`config.mk`:
```
export PLATFORM = sky130hd
export DESIGN_NAME = ad9910_serial_rx
export DESIGN_NICKNAME = d
export VERILOG_FILES = /design/src/rtl/ad9910_serial_rx.sv
export SDC_FILE = /design/constraint.sdc
export NUM_CORES = 1
export LEC_CHECK = 0
export ABC_AREA = 1
export CAP_MARGIN = 20
export CORE_MARGIN = 5
export CORE_UTILIZATION = 31
export DETAILED_ROUTE_END_ITERATION = 10
export PLACE_DENSITY = 0.47
export SKIP_CTS_REPAIR_TIMING = 1
export SLEW_MARGIN = 20
export SYNTH_ARGS = -nofsm -noshare
export SYNTH_HDL_FRONTEND = slang
export SYNTH_SLANG_ARGS = --single-unit
export TNS_END_PERCENT = 50
```
`constraint.sdc`:
```
create_clock -name iClk -period 2.4 [get_ports iClk]
set_clock_uncertainty 0.2 [all_clocks]
set_input_delay 0.48 -clock iClk [delete_from_list [all_inputs] [get_ports iClk]]
set_output_delay 0.48 -clock iClk [all_outputs]
set_load 0.02 [all_outputs]
```
`src/rtl/ad9910_serial_rx.sv`:
```
// AD9910-style serial port receiver: decodes instruction + payload writes from a
// slow asynchronous SPI-like link and double-buffers profile/CFR2 behind IO_UPDATE.
module ad9910_serial_rx #(
    parameter logic [4:0]  P_CFR2_ADDR = 5'h01,
    parameter logic [4:0]  P_PROF_ADDR = 5'h0E,
    parameter int unsigned P_SYNC      = 2
) (
    input  logic        iClk,
    input  logic        iReset_n,
    input  logic        iSCLK,
    input  logic        iSDIO,
    input  logic        iCS_n,
    input  logic        iIOUpdate,
    output logic        oWrValid,
    output logic [4:0]  oWrAddr,
    output logic [63:0] oWrData,
    output logic [31:0] oFrq,
    output logic [15:0] oPhs,
    output logic [13:0] oAmp,
    output logic [31:0] oCFR2,
    output logic        oFrameErr,
    output logic        oBusy
);

    localparam int unsigned LP_CNT_W      = 7;
    localparam int unsigned LP_INSTR_LAST = 7;

    typedef enum logic [1:0] {S_IDLE, S_INSTR, S_DATA, S_DONE} state_t;

    state_t r_state, w_state_nxt;

    logic [P_SYNC-1:0]   r_sclk_s, r_sdio_s, r_cs_s, r_iou_s;
    logic                r_sclk_d, r_cs_d, r_iou_d;
    logic [LP_CNT_W-1:0] r_bitcnt;
    logic [6:0]          r_instr;
    logic [62:0]         r_shift;
    logic                r_rw;
    logic [4:0]          r_addr;
    logic [61:0]         r_prof;
    logic [31:0]         r_cfr2;

    logic        w_sclk, w_sdio, w_cs, w_iou;
    logic        w_sclk_rise, w_cs_fall, w_cs_rise, w_iou_rise, w_bit_en, w_cnt_zero;
    logic [7:0]  w_instr_nxt;
    logic [63:0] w_shift_nxt;
    logic [4:0]  w_nxt_addr;
    logic        w_long;
    logic        w_cnt_reload, w_instr_shift, w_instr_last, w_data_shift, w_frame_end, w_abort;
    logic        w_wr_fire, w_rd_fire, w_prof_ld, w_cfr2_ld;
    logic [61:0] w_prof_nxt;
    logic [31:0] w_cfr2_nxt;

    // Synchronizers and edge-detect history for all asynchronous inputs
    always_ff @(posedge iClk or negedge iReset_n) begin
        if (!iReset_n) begin
            r_sclk_s <= '0;
            r_sdio_s <= '0;
            r_cs_s   <= '0;
            r_iou_s  <= '0;
            r_sclk_d <= 1'b0;
            r_cs_d   <= 1'b0;
            r_iou_d  <= 1'b0;
        end else begin
            r_sclk_s <= {r_sclk_s[P_SYNC-2:0], iSCLK};
            r_sdio_s <= {r_sdio_s[P_SYNC-2:0], iSDIO};
            r_cs_s   <= {r_cs_s[P_SYNC-2:0], iCS_n};
            r_iou_s  <= {r_iou_s[P_SYNC-2:0], iIOUpdate};
            r_sclk_d <= w_sclk;
            r_cs_d   <= w_cs;
            r_iou_d  <= w_iou;
        end
    end

    assign w_sclk      = r_sclk_s[P_SYNC-1];
    assign w_sdio      = r_sdio_s[P_SYNC-1];
    assign w_cs        = r_cs_s[P_SYNC-1];
    assign w_iou       = r_iou_s[P_SYNC-1];
    assign w_sclk_rise = w_sclk & ~r_sclk_d;
    assign w_cs_fall   = ~w_cs & r_cs_d;
    assign w_cs_rise   = w_cs & ~r_cs_d;
    assign w_iou_rise  = w_iou & ~r_iou_d;
    assign w_bit_en    = w_sclk_rise & ~w_cs;
    assign w_cnt_zero  = (r_bitcnt == '0);

    assign w_instr_nxt = {r_instr, w_sdio};
    assign w_shift_nxt = {r_shift, w_sdio};
    assign w_nxt_addr  = w_instr_nxt[4:0];
    assign w_long      = (w_nxt_addr >= 5'h0E) && (w_nxt_addr <= 5'h15);

    always_ff @(posedge iClk or negedge iReset_n) begin
        if (!iReset_n) r_state <= S_IDLE;
        else           r_state <= w_state_nxt;
    end

    always_comb begin
        w_state_nxt = r_state;
        case (r_state)
            S_IDLE:  if (w_cs_fall) w_state_nxt = S_INSTR;
            S_INSTR: if (w_cs_rise) w_state_nxt = S_IDLE;
                     else if (w_bit_en && w_cnt_zero) w_state_nxt = S_DATA;
            S_DATA:  if (w_cs_rise) w_state_nxt = S_IDLE;
                     else if (w_bit_en && w_cnt_zero) w_state_nxt = S_DONE;
            S_DONE:  w_state_nxt = w_cs ? S_IDLE : S_INSTR;
            default: w_state_nxt = S_IDLE;
        endcase
    end

    // A CS rise in S_INSTR with no bits received closes a frame cleanly; only partial frames are errors
    always_comb begin
        w_cnt_reload  = 1'b0;
        w_instr_shift = 1'b0;
        w_instr_last  = 1'b0;
        w_data_shift  = 1'b0;
        w_frame_end   = 1'b0;
        w_abort       = 1'b0;
        case (r_state)
            S_IDLE:  w_cnt_reload = 1'b1;
            S_INSTR: if (w_cs_rise) begin
                         w_abort = (r_bitcnt != LP_CNT_W'(LP_INSTR_LAST));
                     end else if (w_bit_en) begin
                         w_instr_shift = 1'b1;
                         w_instr_last  = w_cnt_zero;
                     end
            S_DATA:  if (w_cs_rise) begin
                         w_abort = 1'b1;
                     end else if (w_bit_en) begin
                         w_data_shift = 1'b1;
                         w_frame_end  = w_cnt_zero;
                     end
            S_DONE:  w_cnt_reload = 1'b1;
            default: w_cnt_reload = 1'b1;
        endcase
    end

    assign w_wr_fire  = w_frame_end & ~r_rw;
    assign w_rd_fire  = w_frame_end & r_rw;
    assign w_prof_ld  = w_wr_fire && (r_addr == P_PROF_ADDR);
    assign w_cfr2_ld  = w_wr_fire && (r_addr == P_CFR2_ADDR);
    assign w_prof_nxt = w_prof_ld ? w_shift_nxt[61:0] : r_prof;
    assign w_cfr2_nxt = w_cfr2_ld ? w_shift_nxt[31:0] : r_cfr2;

    // Bit counter and instruction/payload shift registers
    always_ff @(posedge iClk or negedge iReset_n) begin
        if (!iReset_n) begin
            r_bitcnt <= LP_CNT_W'(LP_INSTR_LAST);
            r_instr  <= '0;
            r_shift  <= '0;
            r_rw     <= 1'b0;
            r_addr   <= '0;
        end else if (w_cnt_reload) begin
            r_bitcnt <= LP_CNT_W'(LP_INSTR_LAST);
        end else if (w_instr_shift) begin
            r_instr <= w_instr_nxt[6:0];
            if (w_instr_last) begin
                r_bitcnt <= w_long ? 7'd63 : 7'd31;
                r_rw     <= w_instr_nxt[7];
                r_addr   <= w_nxt_addr;
                r_shift  <= '0;
            end else begin
                r_bitcnt <= r_bitcnt - 7'd1;
            end
        end else if (w_data_shift) begin
            r_shift  <= w_shift_nxt[62:0];
            r_bitcnt <= r_bitcnt - 7'd1;
        end
    end

    // Write port, shadows, and IO_UPDATE commit (forwarding a same-cycle shadow load)
    always_ff @(posedge iClk or negedge iReset_n) begin
        if (!iReset_n) begin
            oWrValid  <= 1'b0;
            oWrAddr   <= '0;
            oWrData   <= '0;
            oFrameErr <= 1'b0;
            oBusy     <= 1'b0;
            r_prof    <= '0;
            r_cfr2    <= '0;
            oFrq      <= '0;
            oPhs      <= '0;
            oAmp      <= '0;
            oCFR2     <= '0;
        end else begin
            oWrValid  <= w_wr_fire;
            oFrameErr <= w_abort | w_rd_fire;
            oBusy     <= (w_state_nxt != S_IDLE);
            if (w_wr_fire) begin
                oWrAddr <= r_addr;
                oWrData <= w_shift_nxt;
            end
            r_prof <= w_prof_nxt;
            r_cfr2 <= w_cfr2_nxt;
            if (w_iou_rise) begin
                oFrq  <= w_prof_nxt[31:0];
                oPhs  <= w_prof_nxt[47:32];
                oAmp  <= w_prof_nxt[61:48];
                oCFR2 <= w_cfr2_nxt;
            end
        end
    end

endmodule

```
# Word-level counts from Yosys, hierarchy flattened
# Cells that the tools add are included.
dict set report totals {
  reg_bits 356
  in_bits 6
  out_inout_bits 166
  word_cells 90
}
dict set report op_classes {
  addsub 1
  magnitude_cmp 2
  eq_ne 7
  muxes 29
  bitwise_logic 14
  reduce_logical 13
}
# operator count
set ops {}
lappend ops {{63-bit 2-to-1 mux} 3}
lappend ops {{62-bit 2-to-1 mux} 1}
lappend ops {{32-bit 2-to-1 mux} 1}
lappend ops {{7-bit 2-to-1 mux} 4}
lappend ops {{1-bit 2-to-1 mux} 12}
lappend ops {{2-bit 2-to-1 mux} 5}
lappend ops {{2-bit case mux with 4 select lines} 1}
lappend ops {{1-bit bitwise AND} 7}
lappend ops {{7-bit zero test} 1}
lappend ops {{7-bit by 3-bit inequality test with 1-bit output (second input constant)} 1}
lappend ops {{7-bit by 1-bit subtractor with 7-bit output (second input constant)} 1}
lappend ops {{6-bit 2-to-1 mux} 1}
lappend ops {{1-bit inverter} 6}
lappend ops {{3-bit AND reduction} 2}
lappend ops {{5-bit by 1-bit == test with 1-bit output (second input constant)} 1}
lappend ops {{5-bit by 4-bit == test with 1-bit output (second input constant)} 1}
lappend ops {{5-bit by 4-bit >= comparator with 1-bit output (second input constant)} 1}
lappend ops {{5-bit <= comparator (second input constant)} 1}
lappend ops {{2-bit == test (second input constant)} 2}
lappend ops {{1-bit logical AND} 4}
lappend ops {{2-bit nonzero test} 2}
lappend ops {{3-bit nonzero test} 1}
lappend ops {{2-bit by 1-bit == test with 1-bit output (second input constant)} 1}
lappend ops {{2-bit zero test} 1}
lappend ops {{other kinds (5)} 5}

# Depth between registers and ports, before layout
dict set report logic_depth {
  word_depth 9
  ltp_mapped 11
  ltp_nobuf 11
}

# Worst setup path before layout
# Ideal clock, no wire load.
dict set report synth_path {
  path_type {register -> register}
  startpoint {register r_bitcnt[0]}
  endpoint {register oWrAddr[0]}
  setup_time_ps 83
  t_arrival_ps 1714
  required_time_ps 2117
  slack_ps 403
  stages_incl_launch_ff 10
  path_buffers 2
  period_less_slack_ps 1997
  cell_sequence {dfstp_2 > inv_1 > ha_1 > nand2_1 > nor2_4 > nand4_2 > clkbuf_1 > clkbuf_1 > nand2_1 > o21ai_0}
}
dict set report synth_between {
  elab_chain_cells 5
}
# item line_no
set synth_rtl {}
lappend synth_rtl {{start: declaration} 34} ;# logic [LP_CNT_W-1:0] r_bitcnt;
lappend synth_rtl {{start signal: assignment} 145} ;# r_bitcnt <= LP_CNT_W'(LP_INSTR_LAST);
lappend synth_rtl {{start signal: assignment} 151} ;# r_bitcnt <= LP_CNT_W'(LP_INSTR_LAST);
lappend synth_rtl {{start signal: assignment} 155} ;# r_bitcnt <= w_long ? 7'd63 : 7'd31;
lappend synth_rtl {{7-bit zero test} 83} ;# assign w_cnt_zero = (r_bitcnt == '0);
lappend synth_rtl {{1-bit 2-to-1 mux} 126} ;# end else if (w_bit_en) begin
lappend synth_rtl {{1-bit 2-to-1 mux} -}
lappend synth_rtl {{1-bit 2-to-1 mux} 116} ;# case (r_state)
lappend synth_rtl {{1-bit bitwise AND} 135} ;# assign w_wr_fire = w_frame_end & ~r_rw;
lappend synth_rtl {{end signal: assignment} 187} ;# oWrAddr <= r_addr;
lappend synth_rtl {{end: declaration} 15} ;# output logic [4:0] oWrAddr,
# No other way between the ends.
# A chain may end at the register's enable or synchronous reset.

# Final worst setup path
dict set report layout_path {
  startpoint {register oFrq[22]}
  endpoint {output oFrq[22]}
}
# item line_no
set layout_rtl {}
lappend layout_rtl {{start: declaration} 17} ;# output logic [31:0] oFrq,
lappend layout_rtl {{start signal: assignment} 193} ;# oFrq <= w_prof_nxt[31:0];
# No word-level cell between the ends.

==> impl_metrics.json <==
{
  "status": "complete, no violations",
  "cpMaxStageDelayCell": "clkdlybuf4s50_1",
  "worstPathArrival_ns": 1.61,
  "drv_cap": 0,
  "crit_type": "reg2out",
  "area_growth_pct": 27.23,
  "min_period_ns": 2.292,
  "viasPerCell": 4.749,
  "rsz0062_at_grt": "no",
  "place_congestion": 0.7402,
  "synth-edff-count": 0,
  "p_leak_nw": 8.461,
  "syn_area_um2": 14570,
  "num_rows": 79,
  "drt_iter0_drc": 879,
  "path_buf_inv": 1,
  "maxSlewHeadroom_pct": 66.34,
  "avgSynthCellArea_um2": 9.738,
  "cts_buffer_depth": 3,
  "tns_ns": 0,
  "layout.nets": 1664,
  "ys_ff_latch": 356,
  "antenna_found_initial": 0,
  "grt_pass1_wl_um": 65200,
  "synthesis.nets": 1509,
  "vias": 10870,
  "dr.pass1.iters": 5,
  "cts_tree": "yes",
  "cp-start-kind": "flop",
  "clock.fmax_ghz": 0.4362,
  "die_x_um": 226.8,
  "setup_viol": 0,
  "slowest_delay_ns": 0.64,
  "ys_types": 31,
  "clock_latency_ns": 0.56,
  "synth.area.top_cells": "dfrtp_1 61%, nand3_1 8.7%, nand2_1 8.0%",
  "startpoint": "oFrq[22]$_DFFE_PN0P_",
  "crit_chain": "clkdlybuf4s50_1",
  "dp_hpwl_um": 24430,
  "met1_length_um": 19540,
  "placed_cells": 2213,
  "fin_cells": 2288,
  "cp.required_ns": 1.72,
  "holdWs_ns": 0.1470,
  "worstSetupEndpointType": "output pin",
  "hold_start": "r_sclk_s[0]$_DFF_PN0_",
  "p_per_area_nw_per_um2": 722.0,
  "hp-class": "reg2reg",
  "cp_top_family": "buffers and inverters",
  "finalHoldViolCount": 0,
  "portBuffers": 171,
  "dieArea_um2": 51430,
  "wl_um": 40420,
  "synth_top_cell_area_share_pct": 60.64,
  "ir_worst_vdd_mv": 0.3799,
  "dr_wl_met2_um": 18220,
  "wire_per_inst_um": 17.67,
  "drive_gt1_share_pct": 7.198,
  "root_buffer": "clkbuf_16",
  "synth_ff_type": "dfrtp_1",
  "yosysMostFrequentCell": "dfrtp_1",
  "grt_pass1_vias": 11090,
  "fp.dieH_um": 226.8,
  "io_pins": 172,
  "ant_nets": 0,
  "path_clk_slew_ns": 0.06,
  "clock_sinks": 356,
  "synthCells": 1496,
  "drc": 0,
  "yosysSeqAreaShare_pct": 61.18,
  "n_antenna_cell": 0,
  "h-tree-depth": 2,
  "top_layer_used": "met4",
  "r2r-start": "r_bitcnt[0]$_DFFE_PN1P_",
  "cts_buffers": 42,
  "finalCritPeriodShare_pct": 95.52,
  "yosys_warnings": 0,
  "slew_viol_final": 0,
  "grt_max_degree": 90,
  "ys_top_cells_by_count": "353 x dfrtp_1, 309 x nand2_1, 252 x nand3_1",
  "start_util_pct": 31.29,
  "synth_area_leader_cell": "dfrtp_1",
  "tightest_slew_ns": 0.5049,
  "wl_met3_um": 1774,
  "grt-ovfl-total": 0,
  "grtUsageTotal_pct": 15.85,
  "core_area_um2": 46560,
  "async_flop_share_pct": 100.0,
  "critPathMaxFanout": 2
}
-- worst register-to-register path, cell delays in order, from the launching register on --
cell	delay, ns
dfstp_2	0.38
inv_1	0.09
ha_1	0.15
nand2_1	0.08
nor2_4	0.20
nand3_2	0.13
nor2_4	0.16
buf_12	0.28
nand3_1	0.18
and2_1	0.18
-- stage by stage --
stage	utilization (%)	total power [W]	instance area (um2)	worst slack (ns)
3_5_place_dp	36.73	0.006940	17100	0.2525
4_1_cts	39.79	0.01362	18520	0.05073
5_1_grt	39.81	0.01394	18530	0.02785
3_3_place_gp	36.73	0.006927	17100	0.2517
2_1_floorplan	-	0.006597	14570	0.4034
6_report	39.81	0.01338	18530	0.1076
-- placed cells by master, fill, tap and decap left out, types with 2 or more instances in the layout --
master and n:
clkbuf_1 11, nand4_1 2, clkbuf_8 10, ha_1 7
nand2_1 306, clkbuf_16 45, clkinv_2 3, clkdlybuf4s50_1 170
buf_4 18, nand2_4 2, o21ai_1 36, nor2_4 4
nor2_1 9, and2_1 94, a21oi_1 4, nand3_1 252
dfstp_2 3, nor3_1 3, nand3_2 7, bufinv_16 3
o21ai_0 114, dfrtp_1 353, inv_1 97, o21bai_1 94
buf_12 16, o211ai_1 3
-- report_power, final --
group / internal [W] / total (W) / switching, W
sequential: 0.00610 / 0.00616 / 0.0000581
combinational: 0.000182 / 0.000656 / 0.000474
clock: 0.00404 / 0.00657 / 0.00253
-- layer usage --
metal  vias to the layer above  track usage, %
met2                       204           24.48
met1                      5379           23.08
met3                        56           2.667
met4                         0           4.560
met5                         -               0
li1                       5227               -
-- cells by family (layout without fill, tap and decap cells) --
| family | Yosys count | count (layout) | synth area share [%] |
|---|---|---|---|
| and+or+nand+nor | 685 | 685 | 22.16 |
| DFF | 356 | 356 | 61.18 |
| AOI/OAI and AO/OA | 253 | 253 | 10.44 |
| buffers and inverters | 194 | 379 | 5.557 |
| adders and majority gates | 7 | 7 | 0.6012 |
| xor gates and xnor gates | 1 | 1 | 0.06013 |
-- state kept, by name, indices dropped and copies added, names as in the netlist, 7 cells and up --
register,cells
r_shift,63
oWrData,64
r_cfr2,32
oFrq,32
r_prof,62
r_bitcnt,7
oAmp,14
r_instr,7
oPhs,16
oCFR2,32
-- final timing paths --
kind                                           endpoint  slack (ns)  cells after the start
min in group asynchronous       oWrData[49]$_DFFE_PN0P_        0.23                      2
worst max-delay path                           oFrq[22]        0.11                      1
worst min register to register    r_sclk_s[1]$_DFF_PN0_        0.15                      0
worst max register to register     r_prof[24]$_DFF_PN0_        0.25                      9
worst min-delay path              r_sclk_s[1]$_DFF_PN0_        0.15                      0
max in group asynchronous          oFrq[16]$_DFFE_PN0P_        0.94                      3
-- cell type report --
cell class / instances / area [um2]
fillers: 4602 / 28020
inverters: 99 / 374.1
well taps: 607 / 759.5
clock buffers: 66 / 1305
clock inverters: 8 / 121.4
flip-flops and latches: 356 / 8912
multi-input cells: 946 / 4880
repair buffers: 206 / 2182
Power figures use the tool's default switching activity.
